[src/rtl/grid_cursor_ctrl.sv]
// grid_cursor_ctrl: ROWS x COLS grid selector for the VGA path.
// Debounces the active-low buttons and turns each press into a single cursor
// move or mark toggle. It also colours the current pixel: grid lines, cursor
// cell, marked cells or background.
// Ports:
//   i_clk, i_rst          pixel clock, synchronous active-high reset
//   i_xpos, i_ypos        current pixel column / row (unsigned 16-bit)
//   i_btn_up/down/left/right/sel  active-low push-buttons, asynchronous to i_clk
//   o_red, o_green, o_blue        registered 4-bit pixel colour (1-cycle latency)
//   o_cursor_row, o_cursor_col    current cursor cell
//   o_mark_map                    bit r*COLS+c = mark of cell (r,c)
//   o_move_pulse                  1-cycle strobe, high with the new cursor position
module grid_cursor_ctrl #(
    parameter int unsigned H_RES        = 640,
    parameter int unsigned V_RES        = 480,
    parameter int unsigned COLS         = 3,
    parameter int unsigned ROWS         = 3,
    parameter int unsigned DEBOUNCE_CYC = 250000,
    parameter int unsigned WRAP         = 0,
    parameter logic [11:0] C_LINE       = 12'h000,
    parameter logic [11:0] C_CURSOR     = 12'h222,
    parameter logic [11:0] C_MARK       = 12'h0F0,
    parameter logic [11:0] C_BG         = 12'h111,
    localparam int unsigned RW          = (ROWS > 1) ? $clog2(ROWS) : 1,
    localparam int unsigned CW          = (COLS > 1) ? $clog2(COLS) : 1,
    localparam int unsigned NCELL       = ROWS * COLS
) (
    input  logic             i_clk,
    input  logic             i_rst,
    input  logic [15:0]      i_xpos,
    input  logic [15:0]      i_ypos,
    input  logic             i_btn_up,
    input  logic             i_btn_down,
    input  logic             i_btn_left,
    input  logic             i_btn_right,
    input  logic             i_btn_sel,
    output logic [3:0]       o_red,
    output logic [3:0]       o_green,
    output logic [3:0]       o_blue,
    output logic [RW-1:0]    o_cursor_row,
    output logic [CW-1:0]    o_cursor_col,
    output logic [NCELL-1:0] o_mark_map,
    output logic             o_move_pulse
);

    localparam int unsigned NB     = 5;
    localparam int unsigned B_UP   = 0;
    localparam int unsigned B_DOWN = 1;
    localparam int unsigned B_LEFT = 2;
    localparam int unsigned B_RGT  = 3;
    localparam int unsigned B_SEL  = 4;
    localparam int unsigned CNT_W  = $clog2(DEBOUNCE_CYC + 1);
    localparam logic [CNT_W-1:0] CNT_LAST = CNT_W'(DEBOUNCE_CYC - 1);
    localparam int unsigned CELL_W = H_RES / COLS;
    localparam int unsigned CELL_H = V_RES / ROWS;

    logic [NB-1:0]    w_btn_n;
    logic [NB-1:0]    r_sync1;
    logic [NB-1:0]    r_sync2;
    logic [NB-1:0]    r_deb;      // debounced level, 1 = released
    logic [NB-1:0]    r_press;    // 1-cycle press strobes
    logic [CNT_W-1:0] r_cnt [NB];

    logic [RW-1:0]    r_row, w_row_nxt;
    logic [CW-1:0]    r_col, w_col_nxt;
    logic [NCELL-1:0] r_mark, w_mark_nxt;
    logic             r_move, w_moved;

    logic [CW-1:0]    w_px_col;
    logic [RW-1:0]    w_px_row;
    logic             w_vline, w_hline, w_in_view, w_cur_hit, w_mark_hit;
    logic [11:0]      w_rgb, r_rgb;

    assign w_btn_n = {i_btn_sel, i_btn_right, i_btn_left, i_btn_down, i_btn_up};

    // Synchronise, debounce and edge-detect every button.
    // The counter only advances while the synced level disagrees with the
    // debounced level, so any bounce back restarts the count.
    always_ff @(posedge i_clk) begin
        if (i_rst) begin
            r_sync1 <= '1;
            r_sync2 <= '1;
            r_deb   <= '1;
            r_press <= '0;
            for (int i = 0; i < NB; i++) r_cnt[i] <= '0;
        end else begin
            r_sync1 <= w_btn_n;
            r_sync2 <= r_sync1;
            r_press <= '0;
            for (int i = 0; i < NB; i++) begin
                if (r_sync2[i] == r_deb[i]) begin
                    r_cnt[i] <= '0;
                end else if (r_cnt[i] == CNT_LAST) begin
                    r_cnt[i]   <= '0;
                    r_deb[i]   <= r_sync2[i];
                    r_press[i] <= ~r_sync2[i];
                end else begin
                    r_cnt[i] <= r_cnt[i] + CNT_W'(1);
                end
            end
        end
    end

    // Next cursor position: one move per cycle, Up > Down > Left > Right.
    always_comb begin
        w_row_nxt = r_row;
        w_col_nxt = r_col;
        w_moved   = 1'b0;
        if (r_press[B_UP]) begin
            if (r_row != '0) begin
                w_row_nxt = r_row - RW'(1);
                w_moved   = 1'b1;
            end else if (WRAP != 0) begin
                w_row_nxt = RW'(ROWS - 1);
                w_moved   = 1'b1;
            end
        end else if (r_press[B_DOWN]) begin
            if (r_row != RW'(ROWS - 1)) begin
                w_row_nxt = r_row + RW'(1);
                w_moved   = 1'b1;
            end else if (WRAP != 0) begin
                w_row_nxt = '0;
                w_moved   = 1'b1;
            end
        end else if (r_press[B_LEFT]) begin
            if (r_col != '0) begin
                w_col_nxt = r_col - CW'(1);
                w_moved   = 1'b1;
            end else if (WRAP != 0) begin
                w_col_nxt = CW'(COLS - 1);
                w_moved   = 1'b1;
            end
        end else if (r_press[B_RGT]) begin
            if (r_col != CW'(COLS - 1)) begin
                w_col_nxt = r_col + CW'(1);
                w_moved   = 1'b1;
            end else if (WRAP != 0) begin
                w_col_nxt = '0;
                w_moved   = 1'b1;
            end
        end
    end

    // Select toggles the cell the cursor occupies before this cycle's move.
    always_comb begin
        w_mark_nxt = r_mark;
        if (r_press[B_SEL]) begin
            for (int r = 0; r < ROWS; r++) begin
                for (int c = 0; c < COLS; c++) begin
                    if (RW'(r) == r_row && CW'(c) == r_col)
                        w_mark_nxt[r*COLS+c] = ~r_mark[r*COLS+c];
                end
            end
        end
    end

    always_ff @(posedge i_clk) begin
        if (i_rst) begin
            r_row  <= RW'(ROWS / 2);
            r_col  <= CW'(COLS / 2);
            r_mark <= '0;
            r_move <= 1'b0;
        end else begin
            r_row  <= w_row_nxt;
            r_col  <= w_col_nxt;
            r_mark <= w_mark_nxt;
            r_move <= w_moved;
        end
    end

    // Pixel cell lookup against constant boundaries; remainder pixels fall in the last cell.
    always_comb begin
        w_px_col = '0;
        w_vline  = 1'b0;
        for (int k = 1; k < COLS; k++) begin
            if (i_xpos >= 16'(k * CELL_W)) w_px_col = CW'(k);
            if (i_xpos == 16'(k * CELL_W)) w_vline  = 1'b1;
        end
        w_px_row = '0;
        w_hline  = 1'b0;
        for (int k = 1; k < ROWS; k++) begin
            if (i_ypos >= 16'(k * CELL_H)) w_px_row = RW'(k);
            if (i_ypos == 16'(k * CELL_H)) w_hline  = 1'b1;
        end
    end

    always_comb begin
        w_mark_hit = 1'b0;
        for (int r = 0; r < ROWS; r++) begin
            for (int c = 0; c < COLS; c++) begin
                if (RW'(r) == w_px_row && CW'(c) == w_px_col)
                    w_mark_hit = r_mark[r*COLS+c];
            end
        end
    end

    assign w_in_view = (i_xpos < 16'(H_RES)) && (i_ypos < 16'(V_RES));
    assign w_cur_hit = (w_px_row == r_row) && (w_px_col == r_col);

    // Colour priority: off-screen, grid line, cursor, mark, background.
    always_comb begin
        w_rgb = C_BG;
        if (!w_in_view)            w_rgb = 12'h000;
        else if (w_vline || w_hline) w_rgb = C_LINE;
        else if (w_cur_hit)        w_rgb = C_CURSOR;
        else if (w_mark_hit)       w_rgb = C_MARK;
    end

    always_ff @(posedge i_clk) begin
        if (i_rst) r_rgb <= '0;
        else       r_rgb <= w_rgb;
    end

    assign o_red        = r_rgb[11:8];
    assign o_green      = r_rgb[7:4];
    assign o_blue       = r_rgb[3:0];
    assign o_cursor_row = r_row;
    assign o_cursor_col = r_col;
    assign o_mark_map   = r_mark;
    assign o_move_pulse = r_move;

endmodule

[config.mk]
export PLATFORM = sky130hd
export DESIGN_NAME = grid_cursor_ctrl
export DESIGN_NICKNAME = d
export VERILOG_FILES = /design/src/rtl/grid_cursor_ctrl.sv
export SDC_FILE = /design/constraint.sdc
export NUM_CORES = 1
export LEC_CHECK = 0
export CORE_ASPECT_RATIO = 1.4
export CORE_MARGIN = 2
export CORE_UTILIZATION = 55
export CTS_CLUSTER_DIAMETER = 40
export DETAILED_ROUTE_END_ITERATION = 7
export GPL_ROUTABILITY_DRIVEN = 0
export PLACE_DENSITY = 0.74
export SKIP_LAST_GASP = 1
export SLEW_MARGIN = 20
export SYNTH_ARGS = -nofsm -noshare
export SYNTH_HDL_FRONTEND = slang
export SYNTH_SLANG_ARGS = --single-unit
[constraint.sdc]
create_clock -name i_clk -period 2.4 [get_ports i_clk]
set_input_delay 0.6 -clock i_clk [delete_from_list [all_inputs] [get_ports i_clk]]
set_output_delay 0.6 -clock i_clk [all_outputs]
set_load 0.005 [all_outputs]
==> results of run 1 <==
==> cells by family (layout without fill, tap and decap cells) <==
kind of cell    count (synthesis)  count (layout)  share of synthesized area [%]
buf+inv                        38             122                          2.861
xor+xnor                       97              97                          12.70
simple gates                  336             336                          26.24
other cells                     2              94                         0.1123
compound gates                 38              38                          3.815
flops                         129             129                          52.07
mux                             1               1                         0.1496
fa+ha+maj                      11              11                          2.057
==> path summary, 6_finish.rpt <==
kind,startpoint,endpoint
max reg2reg,r_cnt[2][5],r_cnt[2][14]
max,i_ypos[10],r_rgb[7]
min,r_sync1[0],r_sync2[0]
min reg2reg,r_sync1[0],r_sync2[0]
==> worst register-to-register path, cell delays in order, from the launching register on <==
cell and delay [ps]:
edfxtp_1 440, or4_1 540, nor3b_1 200, nand4b_1 280
nand2_1 150, buf_4 220, nor2_1 80
==> power breakdown <==
part | switching (mW) | internal, mW
logic | 0.127 | 0.136
clock network | 0.847 | 1.61
registers | 0.0753 | 2.46
total | 1.05 | 4.20
==> cells in the mapped netlist, drive strengths merged (2+ instances only) <==
master	n
a211o	4
a211oi	3
a21oi	7
a31oi	3
and2	3
and3	18
and4	6
buf	15
clkbuf	9
conb	2
dfxtp	39
edfxtp	90
ha	11
inv	14
nand2	35
nand2b	4
nand3	46
nand3b	4
nand4	21
nand4b	2
nor2	126
nor2b	6
nor3	20
nor4	7
nor4b	13
o21a	2
o21ai	10
o31ai	2
or2	10
or3	6
or4	4
xnor2	40
xor2	57
==> state kept, by name (all words and copies together) (netlist names) <==
name          flops
r_cnt            90
r_deb             5
r_sync2           5
o_move_pulse      1
r_press           5
r_rgb             5
r_sync1           5
o_mark_map        9
o_cursor_col      2
o_cursor_row      2
==> layout by cell type, fill, tap and decap left out, types with 14 or more instances in the layout <==
cell,count
clkbuf_16,17
nand4_1,21
and3_1,17
clkdlybuf4s50_1,60
nand3_1,45
conb_1,94
edfxtp_1,90
nor3_1,19
dfxtp_1,39
xor2_1,57
nor2_1,126
inv_1,14
buf_4,17
xnor2_1,40
nand2_1,35
==> area by class of cell <==
cell class | instances | area, um^2
tap | 147 | 183.9
sequential | 129 | 3483
timing repair buffer | 77 | 728.2
inverter | 14 | 52.55
fill | 911 | 3452
clock inverter | 9 | 115.1
multi-input combinational | 577 | 3361
clock buffer | 22 | 444.2
==> per-layer routing <==
metal  share of wire (%)  global-route usage, %
met1                  40                  22.99
met2                  53                  38.66
met3                 4.3                  5.590
met4                 2.6                  8.719
met5                   0                      0
==> metrics by stage <==
step | cell area, um^2 | cells | hold slack, ps | power (mW)
2_1_floorplan | 7036 | 744 | 389.5 | 2.708
3_3_place_gp | 7809 | 944 | 393.3 | 2.819
3_5_place_dp | 7809 | 944 | 395.3 | 2.830
4_1_cts | 8368 | 975 | 411.3 | 5.286
5_1_grt | 8368 | 975 | 422.6 | 5.433
6_report | 8368 | 975 | 409.9 | 5.249
==> results.txt, run 1 <==
Chip width -> 97.21 um
DRC Markers -> 0
Post-DP HPWL -> 9536 um
Crit-path max cell delay -> 560 ps
Layout cell share with drive strength beyond 1 -> 7.367%
CP bufs+invs -> 1
Final setup fails -> 0
Util after Layout -> 70.80%
Final Max Slew Viols -> 0
FMAX -> 459.6 MHz
CP Data Arrival Time -> 2520 ps
Pwr per Cell Area -> 627.2 mW/mm^2
Setup bufs post-CTS -> 0
Clk slew on worst S/H paths -> 50 ps
Maxcap violations -> 0
CTS Sinks -> 129
Synth top area share -> 40.40%
Final hold violation count -> 0
Crit path depth -> 7
Global-route wire length before repair -> 22580 um
Worst Reg2Reg Path Length in Cells -> 6
Routed vias/inst -> 5.193
CP required -> 2750 ps
Delay-heaviest family, CP -> simple AND/OR/NAND/NOR gates
Worst Path Max Fanout -> 4
Seq/Total Area, Yosys -> 52.07%
Final ANT Viol Nets -> 0
Run status -> complete, no violations
Initial DRT Pass Iterations -> 4
Worst hold path type -> reg -> reg
Mapped cell area -> 0.006690 mm^2
Final WS setup -> 224.2 ps
CTS HTree Levels -> 4
Main synth FF type -> edfxtp_1
Largest net degree at the start of global routing -> 27
Slowest cell on the critical path -> or4_4
RSZ-0062 raised after global routing -> false
N_diodes -> 0
# resized after CTS -> 0
Routed vias -> 5063
Die area -> 0.01307 mm^2
Initial antenna violation count -> 0
Mapped Avg Cell Area -> 10.26 um^2
FF-to-FF setup slack -> 240 ps
Worst slack at placement -> -196.9 ps
Port bufs -> 60
Crit path launch type -> input port
Remaining Overflow, GRT -> 0
Post-Route WL -> 12900 um
Worst Tran Pin Value -> 570.4 ps
Core Footprint -> 0.01182 mm^2
Wire per inst -> 13.23 um
Netlist cell types -> 56
#FFs+latches synth -> 129
EDFF count, synth -> 90
Hold buffers post-CTS -> 0
Critical path class -> in -> reg
Number of global-route vias before repair -> 5131
Layout Nets -> 866
Crit share post-route -> 90.66%
Maximum vdd drop -> 0.4719 mV
1st-iter DRT viols -> 240
Period minus WS final -> 2176 ps
TritonCTS buffer count -> 17
Crit path cell chain -> clkdlybuf4s50_1 -> nor4_4 -> and2_4 -> nand3_2 -> or4_4 -> a211oi_2 -> and2_1
Die Ht -> 134.5 um
CTS Buffer Depth -> 2
Asr flop ratio synth -> 0%
Total Routing Usage GR -> 21.05%
Yosys warning total -> 0
Pleak -> 3.055 nW
Post-synth top area cell -> edfxtp_1
Post-Route Skew -> 6.569 ps
Row cnt -> 47
Total negative slack -> 0 ps
Syn-to-layout area delta -> 25.08%
Worst-skew pair later-pin latency -> 400 ps
Clk root buf -> clkbuf_16
Synth Instances -> 652
Top cells by area, synth -> edfxtp_1 40%, dfxtp_1 12%, xor2_1 7.5%
Initial core utilization -> 56.60%
Hold path depth -> 1
IO Pins -> 65
CTS tree -> done
Worst setup EP type -> flop
Slew HR -> 61.68%
Power figures use the tool's default switching activity.
==> run 2, diff against run 1 <==
--- a/config.mk
+++ b/config.mk
@@ -10,8 +10,9 @@
 export CORE_UTILIZATION = 55
 export CTS_CLUSTER_DIAMETER = 40
 export DETAILED_ROUTE_END_ITERATION = 7
+export DONT_BUFFER_PORTS = 1
 export GPL_ROUTABILITY_DRIVEN = 0
-export PLACE_DENSITY = 0.74
+export PLACE_DENSITY = 0.67
 export SKIP_LAST_GASP = 1
 export SLEW_MARGIN = 20
 export SYNTH_ARGS = -nofsm -noshare
==> run 2 against run 1 <==
  * Largest power group is now the clock network
  * Sequential cell count unchanged
  * Clock skew increased by 4.6 ps
  * Die area unchanged
  * Highest routed layer unchanged
==> results.txt, run 2 (synthesized netlist as in run 1, its figures left out) <==
DP Area -> 0.007153 mm^2
IO Pins -> 65
Critical path class -> reg -> reg
1st-iter DRT viols -> 175
Worst Tran Pin Value -> 578.2 ps
Clk root buf -> clkbuf_16
Register name with the most flops -> r_cnt
Clock share of power -> 50.1%
Port bufs -> 0
Period minus WS final -> 2170 ps
CTS Buffer Depth -> 2
Area of the multi-input gates -> 0.003361 mm^2
Sequential Power Share -> 46.9%
Syn-to-layout area delta -> 16.50%
Final setup fails -> 0
Maximum vdd drop -> 0.4815 mV
Leading cell types in the layout, fill and taps excluded -> 126 x nor2_1, 94 x conb_1, 90 x edfxtp_1
Setup bufs post-CTS -> 0
Total negative slack -> 0 ps
Worst-skew pair later-pin latency -> 410 ps
Remaining Overflow, GRT -> 0
FMAX -> 460.9 MHz
CTS HTree Levels -> 4
CTS Sinks -> 129
Design Power -> 5.391 mW
Total Routing Usage GR -> 19.31%
Final ANT Viol Nets -> 0
Core Footprint -> 0.01182 mm^2
Worst setup EP type -> flop
Layout Nets -> 797
Sequential Area -> 0.003483 mm^2
RSZ-0062 raised after global routing -> false
Layout fillers -> 953
Global-route wire length before repair -> 20620 um
Sw power -> 1.133 mW
Routed vias -> 4754
Internal Power -> 4.258 mW
Die area -> 0.01307 mm^2
Number of global-route vias before repair -> 4803
Initial DRT Pass Iterations -> 4
Final hold violation count -> 0
Run status -> complete, no violations
DRC Markers -> 0
Final Max Slew Viols -> 0
Post-Route WL -> 11870 um
Clk slew on worst S/H paths -> 60 ps
Worst Path Max Fanout -> 18
Comb power frac -> 3.1%
CTS tree -> done
Pwr per Cell Area -> 691.7 mW/mm^2
Post-DP HPWL -> 8719 um
CP required -> 2550 ps
Initial core utilization -> 56.60%
Die Ht -> 134.5 um
Pleak -> 2.825 nW
Largest net degree at the start of global routing -> 41
Commonest non-fill, non-tap cell in the layout -> nor2_1
Largest register FFs -> 90
Post-route cell area -> 0.007794 mm^2
Sw frac -> 21.02%
CP Data Arrival Time -> 2320 ps
Hold buffers post-CTS -> 0
Wire per inst -> 13.08 um
Row cnt -> 47
Layout cell share with drive strength beyond 1 -> 8.158%
Post-Route Skew -> 11.20 ps
TritonCTS buffer count -> 17
# resized after CTS -> 0
Worst hold path type -> in -> reg
Slew HR -> 61.16%
Crit share post-route -> 90.41%
Maxcap violations -> 0
Routed vias/inst -> 5.241
Chip width -> 97.21 um
Crit path launch type -> flop
Initial antenna violation count -> 0
N_diodes -> 0
run 2: cell count changes in the layout (fill, tap and decap cells not counted), sizes merged:
cell / delta
buf: -9
bufinv: -1
clkbuf: -2
clkdlybuf4s50: -60
clkinv: -3
clkinvlp: +3
inv: +4
run 2: through the flow:
step / cells / hold slack, ps / setup WS [ps] / utilization (%)
CTS: 907 / 242.8 / 214.7 / 65.94
detailed placement: 875 / 394.4 / 248.0 / 60.52
global placement: 875 / 394.8 / 282.9 / 60.52
global route: 907 / 229.0 / 108.1 / 65.94
finish: 907 / 262.0 / 230.1 / 65.94
floorplan: 744 / 389.5 / 388.5 / -
run 2: power groups by stage:
stage	logic [mW]	clock network, mW	registers [mW]
finish	0.165	2.70	2.53
global route	0.191	2.86	2.54
CTS	0.161	2.75	2.53
detailed placement	0.159	0	2.57
global placement	0.156	0	2.57
floorplan	0.155	0	2.55
run 2: per-layer routing:
metal | up-vias | wire (um) | track usage, %
li1 | 2407 | - | -
met1 | 2228 | 4776 | 21.51
met2 | 102 | 6361 | 34.95
met3 | 17 | 547 | 5.952
met4 | 0 | 182 | 6.867
met5 | - | 0 | 0
run 2: final cells by class:
type,instances,share of cell area (%)
Timing Repair Buffer,8,0.9311
Clock buffer,20,6.422
Multi-Input combinational cell,577,43.12
Clock inverter,12,1.798
Inverter,14,0.6743
Tap cell,147,2.360
Sequential cell,129,44.69
run 2: final timing paths:
kind	from	end	slack [ps]	depth (start not counted)
hold / removal	i_rst	o_mark_map[8]	260	1
setup reg to reg	r_cnt[3][8]	r_cnt[3][14]	230	5
setup / recovery	r_cnt[3][8]	r_cnt[3][14]	230	5
hold reg to reg	r_sync1[4]	r_sync2[4]	410	1
run 2: critical path, stage by stage, from the launching register on:
cell      delay [ps]
edfxtp_1         450
or4_1            570
nor4_2           430
or3_1            170
buf_4            220
nor2_1            80
